`config.mk`:
```
export PLATFORM = sky130hd
export DESIGN_NAME = vx_mask_scanner
export DESIGN_NICKNAME = d
export VERILOG_FILES = /design/src/rtl/vx_mask_scanner.sv
export SDC_FILE = /design/constraint.sdc
export NUM_CORES = 1
export LEC_CHECK = 0
export BUFFER_PORTS_ARGS = -buffer_cell sky130_fd_sc_hd__buf_2
export CAP_MARGIN = 15
export CORE_UTILIZATION = 50
export DETAILED_ROUTE_END_ITERATION = 10
export MAX_ROUTING_LAYER = met4
export PLACE_DENSITY = 0.77
export SLEW_MARGIN = 25
export SYNTH_ARGS = -nofsm -noshare
export SYNTH_HDL_FRONTEND = slang
export SYNTH_SLANG_ARGS = --single-unit
```
`constraint.sdc`:
```
create_clock -name clk -period 2.4 [get_ports clk]
set_input_delay 0.24 -clock clk [delete_from_list [all_inputs] [get_ports clk]]
set_output_delay 0.24 -clock clk [all_outputs]
set_load 0.02 [all_outputs]
```
`src/rtl/vx_mask_scanner.sv`:
```
// Mask scanner: accepts an N-bit mask and emits the index of each set bit, one per beat,
// in LSB-first (MODE 0) or MSB-first (MODE 1) order. An all-zero mask yields one empty beat.
module vx_mask_scanner #(
    parameter int unsigned N    = 8,
    parameter int unsigned MODE = 0,
    parameter int unsigned LOGN = (N > 1) ? $clog2(N) : 1
) (
    input  logic            clk,
    input  logic            reset_n,
    input  logic            valid_in,
    input  logic [N-1:0]    mask_in,
    output logic            ready_in,
    input  logic            abort,
    output logic            valid_out,
    output logic [LOGN-1:0] index_out,
    output logic            last_out,
    output logic            empty_out,
    input  logic            ready_out
);

    typedef enum logic {
        S_IDLE = 1'b0,
        S_SCAN = 1'b1
    } state_t;

    state_t         state, state_nxt;
    logic [N-1:0]   pend, pend_nxt;
    logic [LOGN-1:0] idx;
    logic           at_most_one;

    // Index of the next bit to issue: lowest set bit (MODE 0) or highest (MODE 1); 0 when empty.
    function automatic logic [LOGN-1:0] find_index(input logic [N-1:0] m);
        logic [LOGN-1:0] r;
        r = '0;
        if (MODE == 0) begin
            for (int i = int'(N) - 1; i >= 0; i--) begin
                if (m[i]) r = LOGN'(i);
            end
        end else begin
            for (int i = 0; i < int'(N); i++) begin
                if (m[i]) r = LOGN'(i);
            end
        end
        return r;
    endfunction

    always_ff @(posedge clk or negedge reset_n) begin
        if (!reset_n) begin
            state <= S_IDLE;
            pend  <= '0;
        end else begin
            state <= state_nxt;
            pend  <= pend_nxt;
        end
    end

    // Outputs are decoded from the pending register; they cannot move while the beat is stalled.
    always_comb begin
        state_nxt   = state;
        pend_nxt    = pend;
        idx         = find_index(pend);
        at_most_one = ((pend & (pend - N'(1))) == '0);
        valid_out   = (state == S_SCAN);
        index_out   = idx;
        last_out    = valid_out && at_most_one;
        empty_out   = valid_out && (pend == '0);
        ready_in    = (state == S_IDLE) || (valid_out && ready_out && last_out && !abort);

        case (state)
            S_IDLE: begin
                if (valid_in) begin
                    pend_nxt  = mask_in;
                    state_nxt = S_SCAN;
                end
            end
            S_SCAN: begin
                if (abort) begin
                    pend_nxt  = '0;
                    state_nxt = S_IDLE;
                end else if (ready_out) begin
                    if (last_out) begin
                        // A new mask taken on the final beat keeps the scanner busy without a bubble.
                        if (valid_in) begin
                            pend_nxt = mask_in;
                        end else begin
                            pend_nxt  = '0;
                            state_nxt = S_IDLE;
                        end
                    end else begin
                        pend_nxt = pend & ~(N'(1) << idx);
                    end
                end
            end
            default: begin
                pend_nxt  = '0;
                state_nxt = S_IDLE;
            end
        endcase
    end

endmodule

```
# Word-level counts from Yosys, hierarchy flattened
# Cells that the tools add are included.
op_classes:
  n_addsub: 1
  n_eq_ne: 2
  n_shift: 1
  n_mux: 19
  n_bitwise: 4
  n_reduce_logical: 10
op_table:
  columns: ["op", "n"]
  rows:
  - ["8-bit 2-to-1 mux", 5]
  - ["3-bit 2-to-1 mux", 8]
  - ["8-bit AND", 2]
  - ["8-bit logical NOT", 2]
  - ["8-bit case mux with 2 select lines", 1]
  - ["8-bit NOT", 1]
  - ["1-bit by 3-bit left shift with 8-bit output, first input constant", 1]
  - ["8-bit by 1-bit subtractor with 8-bit output, second input constant", 1]
  - ["1-bit logical AND", 5]
  - ["1-bit 2-to-1 mux", 4]
  - ["3-bit inequality test, second input constant", 1]
  - ["2-bit inequality test, second input constant", 1]
  - ["1-bit case mux with 2 select lines", 1]
  - ["2-bit AND reduction", 1]
  - ["1-bit logical NOT", 1]
  - ["1-bit logical OR", 1]
  - ["1-bit NOT", 1]
word_totals:
  regBits: 9

# Longest topological paths before layout
logic_depth:
  word_depth: 15
  depth_mapped: 7
  mapped_depth_nobuf: 5

# Worst setup path after synthesis
# OpenSTA, ideal clock, no wires.
synth_path:
  path_kind: "register -> output"
  start: "reg pend[5]"
  end: "out ready_in"
  arrival_time_ns: 1.537
  required_ns: 2.160
  path_slack_ns: 0.623
  stages_incl_launch_ff: 7
  n_path_buf: 1
  path_cell_list: "dfrtp_1 buf_2 nor4_2 a22oi_2 nor2_4 nand2_1 o21ai_1"
synth_between:
  elab_chain_cells: 7
synth_lines:
  columns: ["item", "line", "rtl"]
  rows:
  - ["from (decl)", "27", "logic [N-1:0] pend, pend_nxt;"]
  - ["from (signal assigned)", "53", "pend <= pend_nxt;"]
  - ["8-bit by 1-bit subtractor with 8-bit output", "62", "at_most_one = ((pend & (pend - N'(1))) == '0);"]
  - ["8-bit AND (*)", "62", null]
  - ["8-bit logical NOT (*)", "62", null]
  - ["1-bit logical AND (*)", "65", "last_out = valid_out && at_most_one;"]
  - ["1-bit logical AND (*) (2 in series)", "67", "ready_in = (state == S_IDLE) || (valid_out && ready_out && last_out && !abort);"]
  - ["1-bit logical OR (*)", "67", null]
  - ["to (decl)", "12", "output logic ready_in,"]
# Every way passes the cells marked *; elsewhere a longest branch is shown, timed or not.

# Worst setup path in the final report
layout_path:
  start: "reg pend[0]"
  end: "out ready_in"
# Same word-level chain as after synthesis.

==> results.yml <==
routing:
  ant_nets: 0
  drt_iter0_drc: 11
  finalWirelength_microns: 1700
  drc: 0
  wl_per_cell_microns: 13.9
  routed_via_density: 5.80
  vias: 707
  firstDrtPassIters: 4
cts:
  cts-buffers-inserted: 3
  ctsHoldBuffers: 1
  insertion_delay_ns: 0.27
  post_cts_buffers: 0
  cts-htree-levels: 1
  cts_resized: 0
  clock-sinks: 9
  clock-root-buffer: "clkbuf_4"
  clkTransAtPathRegs_ns: 0.07
  cts_max_path_buffers: 2
  cts_tree: "yes"
yosys:
  syn_inst: 88
  syn_area_sq_um: 714
  syn-num-nets: 101
  ys_top_cells_by_area: "dfrtp_1, a21oi_1, o21ai_0, o21ai_1, inv_1"
  syn_area_per_cell_sq_um: 8.12
  ys_seq_elements: 9
  synthDistinctLibCells: 36
  synth.largest_area_cell: "dfrtp_1"
  yosysSeqAreaShare: 0.315
  yosysWarnings: 0
  synth_top_area_frac: 0.315
pwr:
  max-vdd-ir-drop_uv: 707
  p_leak_uw: 0.000378
  combPwrFrac: 0.603
  switching_share: 0.540
  p_int_uw: 588
  power_density_nw_per_um2: 1540
  power_switching_uw: 689
  power_frac_seq: 0.300
  power_frac_clock: 0.097
setup_path:
  crit_chain: "o31ai_1, a22oi_2, nor2_4, nand2_1, o21ai_1, buf_2"
  critical_path_class: "reg2out"
  critPathMaxStageDelay_ns: 0.46
  crit_path_end_kind: "output pin"
  path_buf_inv: 1
  cp-start-kind: "flip-flop"
  arrival_ns: 1.89
  slowest_stage: "dfrtp_1"
  cp_top_family: "compound AO/OA/AOI/OAI gates"
  worstPathRequired_ns: 2.16
  critical_path.max_fanout: 9
place:
  gp_congestion: 0.830
  port_buffers: 19
  hpwl_microns: 1270
  dpl-instance-area_sq_um: 792
  dp.cells: 117
  pre_cts_ws_ns: 0.559
outcome:
  status: "completed"
worst_hold_path:
  hp-class: "in2reg"
timing:
  maxSlewViolCount: 0
  fin_ws_ns: 0.267
  finalHoldViolCount: 0
  relSlewSlack: 0.723
  finalCriticalPeriod_ns: 2.13
  fmax_ghz: 0.469
  rsz0062_at_grt: "false"
  clock_skew_ns: 0.0158
  tightest_slew_ns: 0.412
  holdWs_ns: 0.211
  setup_viol: 0
  period_share: 0.889
  tns_ns: 0
layout:
  final.fill_count: 131
  final_nets: 121
  multi_input_area_sq_um: 419
  stdcell_count: 122
  drive_gt1_frac: 0.280
  synthToLayoutAreaGrowth_pct: 15.9
  regArea_sq_um: 225
  final_cell_mix: "buf_2, dfrtp_1, inv_1, nor2_1, a21oi_1"
  layout_commonest_cell: "buf_2"
  design_area_sq_um: 828
  n_antenna_cell: 0
grt:
  grt_pass1_wl_microns: 2640
  antenna_found_initial: 0
  grt_max_degree: 12
  grt_overflow: 0
  track_usage: 0.265
  grt_pass1_vias: 585
die:
  dieHeight_microns: 39.8
  core-area_sq_um: 1320
  start_util: 0.542
  die_x_microns: 39.8
  ioPinCount: 20
  num_rows: 13
  dieArea_sq_um: 1580
run:
  maxCapViolCount: 0
-- worst paths after layout --
check                               startpoint                  end  slack, ns  cells after the start
max                        pend[0]$_DFFE_PN0P_             ready_in       0.27                      6
min                                 mask_in[1]  pend[1]$_DFFE_PN0P_       0.21                      3
max reg2reg                pend[4]$_DFFE_PN0P_  pend[5]$_DFFE_PN0P_       0.60                      5
min reg2reg                pend[1]$_DFFE_PN0P_  pend[1]$_DFFE_PN0P_       0.64                      2
max in group asynchronous              reset_n  pend[6]$_DFFE_PN0P_       1.85                      2
min in group asynchronous              reset_n  pend[1]$_DFFE_PN0P_       0.35                      2
-- per-stage QoR --
step	util	total power, uW
6_report	0.629	1280
5_1_grt	0.629	1380
4_1_cts	0.629	1280
3_5_place_dp	0.601	1150
3_3_place_gp	0.601	1130
2_1_floorplan	-	992
-- layout make-up --
cell class              instances  area share
well taps                      15      0.0227
repair buffers                 20       0.127
flip-flops and latches          9       0.272
multi-input cells              65       0.506
clock buffers                   4      0.0317
inverters                       9      0.0408
-- cell usage after synthesis --
cell      count
dfrtp_1       9
a21oi_1       7
inv_1         7
nor2_1        7
nand2_1       6
o21ai_0       6
o21ai_1       6
and3_1        2
buf_2         2
buf_6         2
inv_2         2
mux2i_1       2
nand2b_1      2
nand3_1       2
o211ai_1      2
o22ai_1       2
o311ai_1      2
o31ai_1       2
a211oi_1      1
a221oi_2      1
a22oi_2       1
a31oi_1       1
a32oi_1       1
and2_1        1
clkbuf_1      1
nand4_1       1
nor2_4        1
nor2b_1       1
nor3_1        1
nor4_1        1
nor4_2        1
nor4_4        1
o21a_1        1
o21bai_1      1
o31a_1        1
or4_4         1
-- state kept, by name, indices dropped and copies added (netlist names) --
signal     flops
pend           8
valid_out      1
-- layer usage --
layer / share of wire / track usage / vias to the layer above
met5: 0 / - / -
met4: 0.0035 / 0.0517 / 0
met3: 0.035 / 0.0852 / 2
met2: 0.48 / 0.393 / 14
met1: 0.48 / 0.351 / 327
li1: - / - / 364
-- logic make-up (layout without fill, tap and decap cells) --
group / count (synthesis) / count (layout) / synth area share
mux: 2 / 2 / 0.0280
buf+inv: 14 / 33 / 0.0981
compound gates: 35 / 35 / 0.320
flops: 9 / 9 / 0.315
simple gates: 28 / 28 / 0.238
-- power by group through the flow --
stage | registers, uW | logic [uW] | clock network (uW)
after floorplan | 316 | 675 | 0
after global placement | 373 | 756 | 0
after detailed placement | 382 | 765 | 0
after CTS | 379 | 769 | 127
after global routing | 397 | 850 | 133
final | 383 | 770 | 124
-- worst reg2reg max path, delay by kind of cell (launching register included) --
kind             cells  cell delay [ns]
AND/OR/NAND/NOR      1             0.10
flip-flops           1             0.60
AO/OA/AOI/OAI        4             0.95
No activity file was read; power rests on OpenSTA's default activity.
